File: src/rtl/core_pkg.sv
// Shared types and constants for the core_seq instruction sequencer.
package core_pkg;

  typedef enum logic [2:0] {
    S_IDLE   = 3'd0,
    S_FETCH  = 3'd1,
    S_DECODE = 3'd2,
    S_EXEC   = 3'd3,
    S_WB     = 3'd4,
    S_HALT   = 3'd5
  } state_e;

  typedef enum logic [2:0] {
    CAUSE_NONE     = 3'd0,
    CAUSE_ILLEGAL  = 3'd1,
    CAUSE_EBREAK   = 3'd2,
    CAUSE_MISALIGN = 3'd3,
    CAUSE_TIMEOUT  = 3'd4
  } halt_cause_e;

  localparam logic [31:0] EBREAK_INST = 32'h0010_0073;
  localparam logic [31:0] INST_STRIDE = 32'd4;

  // Instructions are word aligned; any low-order address bit set is a bad target.
  function automatic logic target_misaligned(input logic [31:0] target);
    return target[1:0] != 2'b00;
  endfunction

endpackage

File: src/rtl/fetch_watchdog.sv
// Counts consecutive un-acknowledged fetch cycles and flags the last allowed one.
module fetch_watchdog #(
  parameter int unsigned TIMEOUT = 16
) (
  input  logic clk,
  input  logic rst,
  input  logic clear,
  input  logic tick,
  output logic expired
);

  localparam int unsigned CW = $clog2(TIMEOUT + 1);

  logic [CW-1:0] count_q;
  logic [CW-1:0] count_d;

  // Fires during the TIMEOUT-th missed cycle so the FSM can leave on that edge.
  assign expired = tick && (count_q == CW'(TIMEOUT - 1));

  always_comb begin
    count_d = count_q;
    if (clear) begin
      count_d = '0;
    end else if (tick && !expired) begin
      count_d = count_q + 1'b1;
    end
  end

  always_ff @(posedge clk) begin
    if (rst) begin
      count_q <= '0;
    end else begin
      count_q <= count_d;
    end
  end

endmodule

File: src/rtl/core_seq.sv
// Multi-cycle instruction sequencer: FETCH/DECODE/EXEC/WB with halt reporting.
module core_seq
  import core_pkg::*;
#(
  parameter logic [31:0] RESET_PC      = 32'h0000_0000,
  parameter int unsigned FETCH_TIMEOUT = 16
) (
  input  logic        clk,
  input  logic        rst,
  input  logic        start,
  output logic        imem_req,
  output logic [31:0] imem_addr,
  input  logic [31:0] imem_rdata,
  input  logic        imem_ack,
  output logic [31:0] inst,
  input  logic        dec_w_en,
  input  logic        dec_illegal,
  input  logic        branch_taken,
  input  logic [31:0] branch_target,
  output logic        rf_we,
  output logic [31:0] pc,
  output logic        busy,
  output logic        halted,
  output logic [2:0]  halt_cause,
  output logic [31:0] retire_cnt
);

  state_e      state_q;
  logic [31:0] pc_q;
  logic [31:0] inst_q;
  logic [31:0] retire_q;
  halt_cause_e cause_q;

  logic wd_clear;
  logic wd_tick;
  logic wd_expired;
  logic wb_misalign;

  assign wb_misalign = branch_taken && target_misaligned(branch_target);
  assign wd_tick     = (state_q == S_FETCH) && !imem_ack;
  assign wd_clear    = (state_q != S_FETCH) || imem_ack;

  fetch_watchdog #(
    .TIMEOUT (FETCH_TIMEOUT)
  ) u_watchdog (
    .clk     (clk),
    .rst     (rst),
    .clear   (wd_clear),
    .tick    (wd_tick),
    .expired (wd_expired)
  );

  always_ff @(posedge clk) begin
    if (rst) begin
      state_q  <= S_IDLE;
      pc_q     <= RESET_PC;
      inst_q   <= '0;
      retire_q <= '0;
      cause_q  <= CAUSE_NONE;
    end else begin
      case (state_q)
        S_IDLE: begin
          if (start) state_q <= S_FETCH;
        end
        S_FETCH: begin
          // An ack on the final allowed cycle takes precedence over the timeout.
          if (imem_ack) begin
            inst_q  <= imem_rdata;
            state_q <= S_DECODE;
          end else if (wd_expired) begin
            cause_q <= CAUSE_TIMEOUT;
            state_q <= S_HALT;
          end
        end
        S_DECODE: begin
          if (inst_q == EBREAK_INST) begin
            cause_q <= CAUSE_EBREAK;
            state_q <= S_HALT;
          end else if (dec_illegal) begin
            cause_q <= CAUSE_ILLEGAL;
            state_q <= S_HALT;
          end else begin
            state_q <= S_EXEC;
          end
        end
        S_EXEC: begin
          state_q <= S_WB;
        end
        S_WB: begin
          if (wb_misalign) begin
            cause_q <= CAUSE_MISALIGN;
            state_q <= S_HALT;
          end else begin
            pc_q     <= branch_taken ? branch_target : pc_q + INST_STRIDE;
            retire_q <= retire_q + 32'd1;
            state_q  <= S_FETCH;
          end
        end
        S_HALT: begin
          state_q <= S_HALT;
        end
        default: begin
          state_q <= S_IDLE;
        end
      endcase
    end
  end

  // Write strobe is qualified combinationally so a reset or bad branch in WB suppresses it.
  assign rf_we      = (state_q == S_WB) && dec_w_en && !wb_misalign && !rst;
  assign imem_req   = (state_q == S_FETCH);
  assign imem_addr  = pc_q;
  assign inst       = inst_q;
  assign pc         = pc_q;
  assign busy       = (state_q != S_IDLE) && (state_q != S_HALT);
  assign halted     = (state_q == S_HALT);
  assign halt_cause = cause_q;
  assign retire_cnt = retire_q;

endmodule

File: config.mk
export PLATFORM = sky130hd
export DESIGN_NAME = core_seq
export DESIGN_NICKNAME = d
export VERILOG_FILES = /design/src/rtl/core_pkg.sv /design/src/rtl/fetch_watchdog.sv /design/src/rtl/core_seq.sv
export SDC_FILE = /design/constraint.sdc
export NUM_CORES = 1
export LEC_CHECK = 0
export ABC_AREA = 1
export BUFFER_PORTS_ARGS = -buffer_cell sky130_fd_sc_hd__buf_2
export CORE_AREA = 10 10 112 134
export CTS_CLUSTER_SIZE = 40
export DETAILED_ROUTE_END_ITERATION = 12
export DIE_AREA = 0 0 122 144
export PLACE_DENSITY = 0.78
export SLEW_MARGIN = 15
export SYNTH_ARGS = -nofsm -noshare
export SYNTH_HDL_FRONTEND = slang
export SYNTH_SLANG_ARGS = --single-unit
export TNS_END_PERCENT = 20
File: constraint.sdc
create_clock -name clk -period 2.8 [get_ports clk]
set_input_delay 0.56 -clock clk [delete_from_list [all_inputs] [get_ports clk]]
set_output_delay 0.56 -clock clk [all_outputs]
set_load 0.01 [all_outputs]
==> results of run 1 <==
==> routing by layer <==
layer / vias to the layer above / global-route usage (%) / part of all wire [%]
met5: - / 0 / 0
met4: 0 / 7.291 / 2.1
met3: 34 / 4.914 / 7.4
met2: 203 / 37.15 / 50
met1: 2958 / 24.51 / 41
li1: 3384 / - / -
==> registers in the layout, indices dropped and copies added (netlist names) <==
signal and flops:
halt_cause 3, imem_addr 32, inst 32, retire_cnt 32, state_q 3, u_watchdog.count_q 5
==> layout make-up <==
type | instances | area [µm²] | area share, %
clock inverters | 6 | 72.57 | 0.9916
inverters | 101 | 380.4 | 5.197
clock buffers | 10 | 239.0 | 3.266
well taps | 164 | 205.2 | 2.804
multi-input cells | 699 | 3173 | 43.36
flip-flops and latches | 107 | 2142 | 29.27
repair buffers | 214 | 1106 | 15.11
==> worst max-delay path by stage <==
stage                           startpoint             end  slack (ns)  cells past startpoint
after floorplan           branch_target[0]           rf_we        0.94                      4
final                           state_q[0]           rf_we        0.64                      6
after global placement    branch_target[0]  retire_cnt[21]        0.75                     11
after detailed placement  branch_target[0]  retire_cnt[21]        0.68                     11
after CTS                       state_q[0]           rf_we        0.61                      6
after global routing         retire_cnt[0]  retire_cnt[24]        0.45                      8
==> logic make-up after synthesis <==
group / Yosys count
XOR/XNOR: 9
buffers and inverters: 164
adder cells (fa/ha/maj): 4
flip-flops: 107
AND/OR/NAND/NOR: 520
AO/OA/AOI/OAI: 166
==> power groups by stage <==
stage,sequential (mW),combinational (mW),clock (mW)
after floorplan,1.81,0.454,0
after global placement,1.76,0.795,0
after detailed placement,1.77,0.805,0
after CTS,1.73,0.813,1.38
after global routing,1.75,0.908,1.43
final,1.74,0.804,1.35
==> worst max-delay path: cells and delay by family, from the launching register on <==
| kind | cells | cell delay, ns |
|---|---|---|
| buffers and inverters | 2 | 0.32 |
| DFF | 1 | 0.37 |
| and+or+nand+nor | 4 | 0.55 |
==> synth_stat cells (all sizes together) <==
cell type	count	area share [%]
a211oi	3	0.37
a21oi	83	6.8
a221oi	2	0.29
a31oi	2	0.21
and3	1	0.10
buf	42	4.8
clkbuf	21	1.3
clkinv	2	0.14
dfxtp	107	35
ha	4	0.82
inv	99	6.1
nand2	273	17
nand3	44	3.6
nand3b	10	1.2
nand4	14	1.4
nor2	160	10
nor3	13	1.3
o211ai	7	0.87
o21a	1	0.12
o21ai	66	5.4
o21bai	1	0.12
o22ai	1	0.10
or2	5	0.52
xnor2	2	0.29
xor2	7	1.0
==> per-stage QoR <==
stage	instances	power, mW	util (%)	hold WS [ns]
2_1_floorplan	970	2.267	-	0.4534
3_3_place_gp	1285	2.559	56.31	0.4402
3_5_place_dp	1285	2.574	56.31	0.4467
4_1_cts	1301	3.923	58.81	0.4195
5_1_grt	1301	4.092	58.81	0.4291
6_report	1301	3.891	58.81	0.4293
==> run metrics, run 1 <==
CP Data Arrival Time=1.60 ns; mean post-synth cell area=around 6.3 µm²; Hold-fix buffers, CTS=0; Setup WS pre-CTS=around 0.68 ns; CP Capture Type=output pin; Initial DRC Count=399; Peak VDD IR=293.1 µV; wire per inst=roughly 15 µm; Hold Path End=inst[1]; Setup CP Type=register to output pin; Post-Synthesis Cells=between 900 and 1,000; Vias=~6,600; Sw Share=between 30% and 40%; Max-slew headroom=between 50% and 60%; commonest non-fill, non-tap cells in the layout=nand2_1, buf_2, nor2_1, dfxtp_1, inv_1; critical path's slowest cell=dfxtp_1; leakage power=3.283 nW; Compound-Gate Fraction of Synth Area=14.37%; row count=between 40 and 50; Synth Warn #=0; total gr overflow=0; status=finished clean; die height=144 µm; Clock Path Buffers=2; crit-path max FO=9; Final Instance Area=~0.0073 mm²; min-delay src=imem_rdata[1]; Fin. Hold Viols=0; unrepaired setup endpoints after global routing=false; Post-CTS Setup Inserts=0; Peak Freq=463.2 MHz; fin crit period=between 2 and 2.5 ns; largest net degree at the start of global routing=63; worst min path class=input port to register; fin crit share=77.11%; Switch Pwr=~1.2 mW; r2r startpoint=retire_cnt[0]; placed instance area=0.007007 mm²; core footprint=between 0.01 and 0.015 mm²; Syn-to-layout area delta=20.60%; max-cap violations=0; Synth Net Count=1,045; antenna-violating nets left=0; Inserted Clock Buffers=9; worst setup slack after layout=0.6410 ns; num ports=between 200 and 250; Int Pwr=between 2 and 3 mW; Die W=approximately 120 µm; gp weighted congestion=0.9518; initial antenna violation count=0; CP max stage delay=0.37 ns; final number of setup-violating endpoints=0; gr usage total=between 20% and 30%; Final Skew=~0.0088 ns; slack of the worst reg-to-reg path=0.69 ns; Slew @ Worst Pin=0.6127 ns; final wirelength=roughly 19,000 µm; commonest non-fill, non-tap cell in the layout=nand2_1; multiplexer share of the synthesized area=0%; clock power share=approximately a third; IO buf count=205; max-slew violations=0; FF+latch count, synth=~110; Post-Synth Simple-Gate Area=a little over a third; CTS tree=built; cts repair resizes=0; WHS Path Cells=3; clock sink count=107; critical path cell sequence=nor2_4 -> nand2_4 -> clkinv_2 -> nand2_4 -> nor2_1 -> buf_2; share of cells above drive strength 1=21.90%; area share of xor/xnor cells in the synthesized design=approximately 1.3%; Reg-to-Reg End=retire_cnt[24]; total negative slack=0 ns; first-pass GRT wire length=between 30,000 and 40,000 µm; Detailed Routing Iterations Pass 1=5; total of fill cells in the finished design=about 1,300; largest family of logic cells by synthesized area=simple AND/OR/NAND/NOR gates; FF-to-FF path depth=8; CP required=2.24 ns; Initial Util=48.77%; Cell variety after synth=38; Gate power share=about a fifth; Worst-Skew Late Latency=between 0.3 and 0.4 ns; Diodes inserted=0; DRC=0; Flop pwr share=44.6%; Die ar.=approximately 0.018 mm²; CP dominant cell by count=nand2_4; Seq/Total Area, Yosys=about a third; htree depth=3; Clock Pin Slew Worst Setup and Hold Paths=around 0.08 ns; Adder-Cell Fraction of Synth Area=0.8247%; NumNets Final=about 1,200; power density cells=between 500 and 600 mW/mm²; vias in the first global route=a little over 6,000; Cell Area, Synth=~0.0061 mm²; Startpoint Class=register; Avg Vias per Cell=a little over 5; hpwl dp=between 10,000 and 15,000 µm; Clock Root Buffer=clkbuf_16
(Power assumes the default switching activity.)
==> run 2: changes to the inputs <==
Clock period 2.8 ns to 2.2 ns, I/O delays scaled along.
==> run metrics, run 2 (synthesis gave the netlist of run 1 again) <==
area of the multi-input gates=0.003173 mm² (unchanged); NumNets Final=1,212 (was 1,207); max-slew violations=0 (unchanged); wire per inst=14.75 µm (was 14.76 µm); Flop pwr share=44.2% (was 44.6%); worst min path class=input port to register (unchanged); Avg Vias per Cell=5.090 (was 5.057); power density cells=679.3 mW/mm² (was 531.7 mW/mm²); IO buf count=205 (unchanged); critical path's slowest cell=dfxtp_1 (unchanged); num ports=206 (unchanged); gr usage total=20.89% (was 21.17%); Peak VDD IR=415.7 µV (was 293.1 µV); Hold-fix buffers, CTS=0 (unchanged); Sw Share=29.76% (was 31.27%); fin cells=1,306 (was 1,301); hpwl dp=14,670 µm (was 14,470 µm); Diodes inserted=0 (unchanged); total of fill cells in the finished design=1,285 (was 1,274); commonest non-fill, non-tap cell in the layout=nand2_1 (unchanged); cts repair resizes=0 (unchanged); Slew @ Worst Pin=0.5340 ns (was 0.6127 ns); crit-path max FO=16 (was 9); CP required=1.76 ns (was 2.24 ns); commonest non-fill, non-tap cells in the layout=nand2_1, buf_2, nor2_1, dfxtp_1, inv_1 (unchanged); Detailed Routing Iterations Pass 1=5 (unchanged); Placed Cells incl. Taps=1,290 (was 1,285); first-pass GRT wire length=29,990 µm (was 30,530 µm); Final Skew=0.003894 ns (was 0.008831 ns); fin crit period=2.028 ns; largest net degree at the start of global routing=57 (was 63); utilization after layout=59.07% (was 58.81%); antenna-violating nets left=0 (unchanged); Startpoint Class=register (unchanged); final wirelength=19,260 µm (was 19,200 µm); Overall Power=4.993 mW (was 3.891 mW); status=finished clean (unchanged); Clock Root Buffer=clkbuf_16 (unchanged); unrepaired setup endpoints after global routing=false (unchanged); Die W=122 µm (unchanged); leakage power=3.314 nW (was 3.283 nW); Worst-Skew Late Latency=0.34 ns (was 0.35 ns); Int Pwr=3.507 mW (was 2.674 mW); row count=45 (unchanged); CP Data Arrival Time=1.59 ns (was 1.60 ns); Syn-to-layout area delta=21.13% (was 20.60%); Initial DRC Count=430 (was 399); Clock Pin Slew Worst Setup and Hold Paths=0.07 ns (was 0.08 ns); Gate power share=20.5% (was 20.7%); initial antenna violation count=0 (unchanged); Inserted Clock Buffers=9 (unchanged); CP max stage delay=0.44 ns (was 0.37 ns); core footprint=0.01244 mm² (unchanged); share of cells above drive strength 1=21.98% (was 21.90%); die height=144 µm (unchanged); total negative slack=0 ns (unchanged); max-cap violations=0 (unchanged); CP dominant cell by count=nand2_4 (unchanged); Switch Pwr=1.486 mW (was 1.217 mW); Initial Util=48.77% (unchanged); Die ar.=0.01757 mm² (unchanged); Max-slew headroom=64.40% (was 59.15%); CTS tree=built (unchanged); clock sink count=107 (unchanged); Vias=6,648 (was 6,579); Setup CP Type=register to output pin (unchanged); clock power share=35.4% (was 34.7%); total gr overflow=0 (unchanged); gp weighted congestion=0.9379 (was 0.9518); final number of setup-violating endpoints=0 (unchanged); Fin. Hold Viols=0 (unchanged); fin crit share=~92%; DRC=0 (unchanged); Peak Freq=slightly below 500 MHz; critical path cell sequence=nor2_4 -> nand2_4 -> clkinv_2 -> nand2_4 -> nor2_1 -> buf_2 (unchanged); htree depth=3 (unchanged); register area=0.002142 mm² (unchanged); vias in the first global route=6,160 (was 6,189); Post-CTS Setup Inserts=0 (unchanged); CP Capture Type=output pin (unchanged); Clock Path Buffers=2 (unchanged)
## run 2: changes by cell type in the layout (fill, tap and decap cells not counted), sizes merged
cell,delta
clkbuf,+3
inv,-1
clkinvlp,-3
bufinv,+1
buf,+5
## run 2: worst max-delay path: cells and delay by family (launching register included)
family                 cells  cell delay [ns]
buffers and inverters      2             0.31
and+or+nand+nor            4             0.48
DFF                        1             0.44
## run 2: worst paths after layout
check,to,startpoint,cells past startpoint,slack [ns]
max reg2reg,imem_addr[24],imem_addr[2],11,0.28
max,rf_we,state_q[0],6,0.17
min,inst[0],imem_rdata[0],3,0.32
min reg2reg,imem_addr[0],imem_addr[0],2,0.45
## run 2: area by class of cell
class / count / area share [%]
Multi-Input combinational cell: 699 / 43.17
Sequential cell: 107 / 29.14
Timing Repair Buffer: 219 / 15.39
Inverter: 101 / 5.174
Clock buffer: 13 / 3.404
Tap cell: 164 / 2.791
Clock inverter: 3 / 0.9362
## run 2: power groups by stage
| stage | Clock, mW | Sequential [mW] | Combinational [mW] |
|---|---|---|---|
| 6_report | 1.77 | 2.21 | 1.02 |
| 3_3_place_gp | 0 | 2.24 | 1.01 |
| 2_1_floorplan | 0 | 2.31 | 0.578 |
| 4_1_cts | 1.79 | 2.20 | 1.03 |
| 5_1_grt | 1.87 | 2.23 | 1.14 |
| 3_5_place_dp | 0 | 2.25 | 1.03 |
## run 2: metal layers
metal | share of wire (%) | GRT usage (%)
met5 | 0 | 0
met4 | 2.4 | 8.171
met3 | 7.0 | 4.368
met2 | 51 | 37.29
met1 | 40 | 23.61
## run 2: metrics by stage
stage / hold slack [ns] / setup slack (ns) / cell area [µm²]
finish: 0.3161 / 0.1718 / 7351
global route: 0.3233 / 0.03650 / 7351
CTS: 0.3091 / 0.1543 / 7351
detailed placement: 0.4462 / 0.3139 / 7032
global placement: 0.4427 / 0.3287 / 7032
floorplan: 0.4534 / 0.4306 / 6068
==> run 3: changes to the inputs <==
Settings changed: CORE_AREA 10 10 112 134 to 10 10 111 133, DIE_AREA 0 0 122 144 to 0 0 121 143, GPL_TIMING_DRIVEN from default to 0, PLACE_DENSITY 0.78 to 0.8, SKIP_CTS_REPAIR_TIMING from default to 1.
==> run metrics, run 3 (synthesis gave the netlist of run 1 again) <==
status=finished clean (unchanged); Initial Util=50.33% (was 48.77%); largest net degree at the start of global routing=21 (was 57); delay-heaviest family, CP=simple AND/OR/NAND/NOR gates (unchanged); Initial DRC Count=480 (was 430); Avg Vias per Cell=5.147 (was 5.090); min-delay src=imem_rdata[20] (was imem_rdata[0]); crit-path max FO=18 (was 16); Startpoint Class=register (unchanged); max-slew violations=0 (unchanged); critical path cell sequence=nor2_4 -> nand2_4 -> clkinv_2 -> nand2_4 -> nor2_1 -> buf_2 (unchanged); wire per inst=15.25 µm (was 14.75 µm); Worst-Skew Late Latency=0.36 ns (was 0.34 ns); vias in the first global route=6,301 (was 6,160); worst setup slack after layout=0.1036 ns (was 0.1718 ns); slack of the worst reg-to-reg path=0.21 ns (was 0.28 ns); total gr overflow=0 (unchanged); max-cap violations=0 (unchanged); Clock Path Buffers=2 (unchanged); Hold Path End=inst[20] (was inst[0]); CP dominant cell by count=nand2_4 (unchanged); unrepaired setup endpoints after global routing=false (unchanged); final number of setup-violating endpoints=0 (unchanged); Peak VDD IR=381.8 µV (was 415.7 µV); Fin. Hold Viols=0 (unchanged); Inserted Clock Buffers=9 (unchanged); Clock Root Buffer=clkbuf_16 (unchanged); CP max stage delay=0.45 ns (was 0.44 ns); CP Capture Type=output pin (unchanged); Reg-to-Reg End=imem_addr[22] (was imem_addr[24]); CTS tree=built (unchanged); gr usage total=22.75% (was 20.89%); clock sink count=107 (unchanged); Final Skew=0.009181 ns (was 0.003894 ns); FF-to-FF path depth=11 (unchanged); Setup CP Type=register to output pin (unchanged); commonest non-fill, non-tap cell in the layout=nand2_1 (unchanged); fin crit period=2.096 ns (was 2.028 ns); NumNets Final=1,259 (was 1,212); worst min path class=input port to register (unchanged); htree depth=3 (unchanged); Worst path depth=6 (unchanged); Setup WS pre-CTS=0.002464 ns (was 0.3139 ns); Die ar.=0.01730 mm² (was 0.01757 mm²); antenna-violating nets left=0 (unchanged); total negative slack=0 ns (unchanged); share of cells above drive strength 1=23.72% (was 21.98%); num ports=206 (unchanged); row count=44 (was 45); critical path's slowest cell=dfxtp_1 (unchanged); r2r startpoint=imem_addr[3] (was imem_addr[2]); Vias=6,953 (was 6,648); initial antenna violation count=2 (was 0); Detailed Routing Iterations Pass 1=5 (unchanged); Max-slew headroom=55.68% (was 64.40%); fin crit share=95.29% (was 92.19%); Peak Freq=477.0 MHz (was 493.0 MHz); hpwl dp=16,050 µm (was 14,670 µm); leakage power=3.492 nW (was 3.314 nW); Buf+Inv Stages, Crit Path=2 (unchanged); commonest non-fill, non-tap cells in the layout=nand2_1, buf_2, nor2_1, dfxtp_1, inv_1 (unchanged); final wirelength=20,610 µm (was 19,260 µm); WHS Path Cells=3 (unchanged); power density cells=658.2 mW/mm² (was 679.3 mW/mm²); Syn-to-layout area delta=25.73% (was 21.13%); core footprint=0.01206 mm² (was 0.01244 mm²); die height=143 µm (was 144 µm); gp weighted congestion=0.9772 (was 0.9379); DRC=0 (unchanged); CP required=1.76 ns (about the same); first-pass GRT wire length=31,770 µm (was 29,990 µm); Die W=121 µm (was 122 µm); Clock Pin Slew Worst Setup and Hold Paths=0.08 ns (was 0.07 ns); IO buf count=204 (was 205); CP Data Arrival Time=1.66 ns (was 1.59 ns); Slew @ Worst Pin=0.6648 ns (was 0.5340 ns)
run 3: final cells by class:
| type | count | area [µm²] |
|---|---|---|
| Clock buffer | 9 | 225.2 |
| Buffer | 62 | 369.1 |
| Fill cell | 1178 | 4427 |
| Inverter | 101 | 380.4 |
| Timing Repair Buffer | 204 | 1021 |
| Multi-Input combinational cell | 699 | 3192 |
| Tap cell | 161 | 201.4 |
| Clock inverter | 7 | 95.09 |
| Antenna cell | 1 | 2.502 |
| Sequential cell | 107 | 2143 |
run 3: worst max path at each step:
stage	end	startpoint
final	rf_we	state_q[0]
after global routing	rf_we	rst
after CTS	rf_we	state_q[0]
after detailed placement	retire_cnt[28]	retire_cnt[0]
after global placement	retire_cnt[24]	retire_cnt[0]
after floorplan	retire_cnt[24]	retire_cnt[0]
run 3: where the power goes:
part / leakage (nW) / switching, mW / internal (mW)
Sequential: 0.867 / 0.121 / 2.09
Combinational: 2.47 / 0.670 / 0.398
Clock: 0.156 / 0.824 / 0.916
run 3: routing by layer:
| metal | GRT usage, % | share of wire, % | vias to the layer above | routed length, µm |
|---|---|---|---|---|
| met3 | 6.391 | 8.5 | 39 | 1750 |
| met1 | 25.81 | 39 | 3131 | 8033 |
| met2 | 39.90 | 50 | 271 | 10340 |
| met4 | 7.697 | 2.3 | 2 | 471 |
| met5 | 0 | 0.049 | - | 10 |
| li1 | - | - | 3510 | - |
run 3: worst register-to-register path: stages (launching register included):
cell and delay (ns):
dfxtp_1 0.46, ha_1 0.28, nand2_1 0.11, inv_2 0.08
nand2_1 0.06, nor2_2 0.21, nand3_1 0.19, nor2_4 0.18
nand3_1 0.10, nand2_1 0.07, nand2_1 0.05, a21oi_1 0.13
run 3: metrics by stage:
step / utilization [%] / hold WS, ns / std cells / area [µm²] / power, mW
after global routing: 63.26 / 0.3160 / 1350 / 7627 / 5.261
after CTS: 63.13 / 0.2955 / 1351 / 7611 / 5.041
after detailed placement: 60.47 / 0.4529 / 1335 / 7291 / 3.319
final: 63.28 / 0.3006 / 1351 / 7630 / 5.022
after global placement: 60.47 / 0.4441 / 1335 / 7291 / 3.302
after floorplan: - / 0.4534 / 970 / 6068 / 2.885
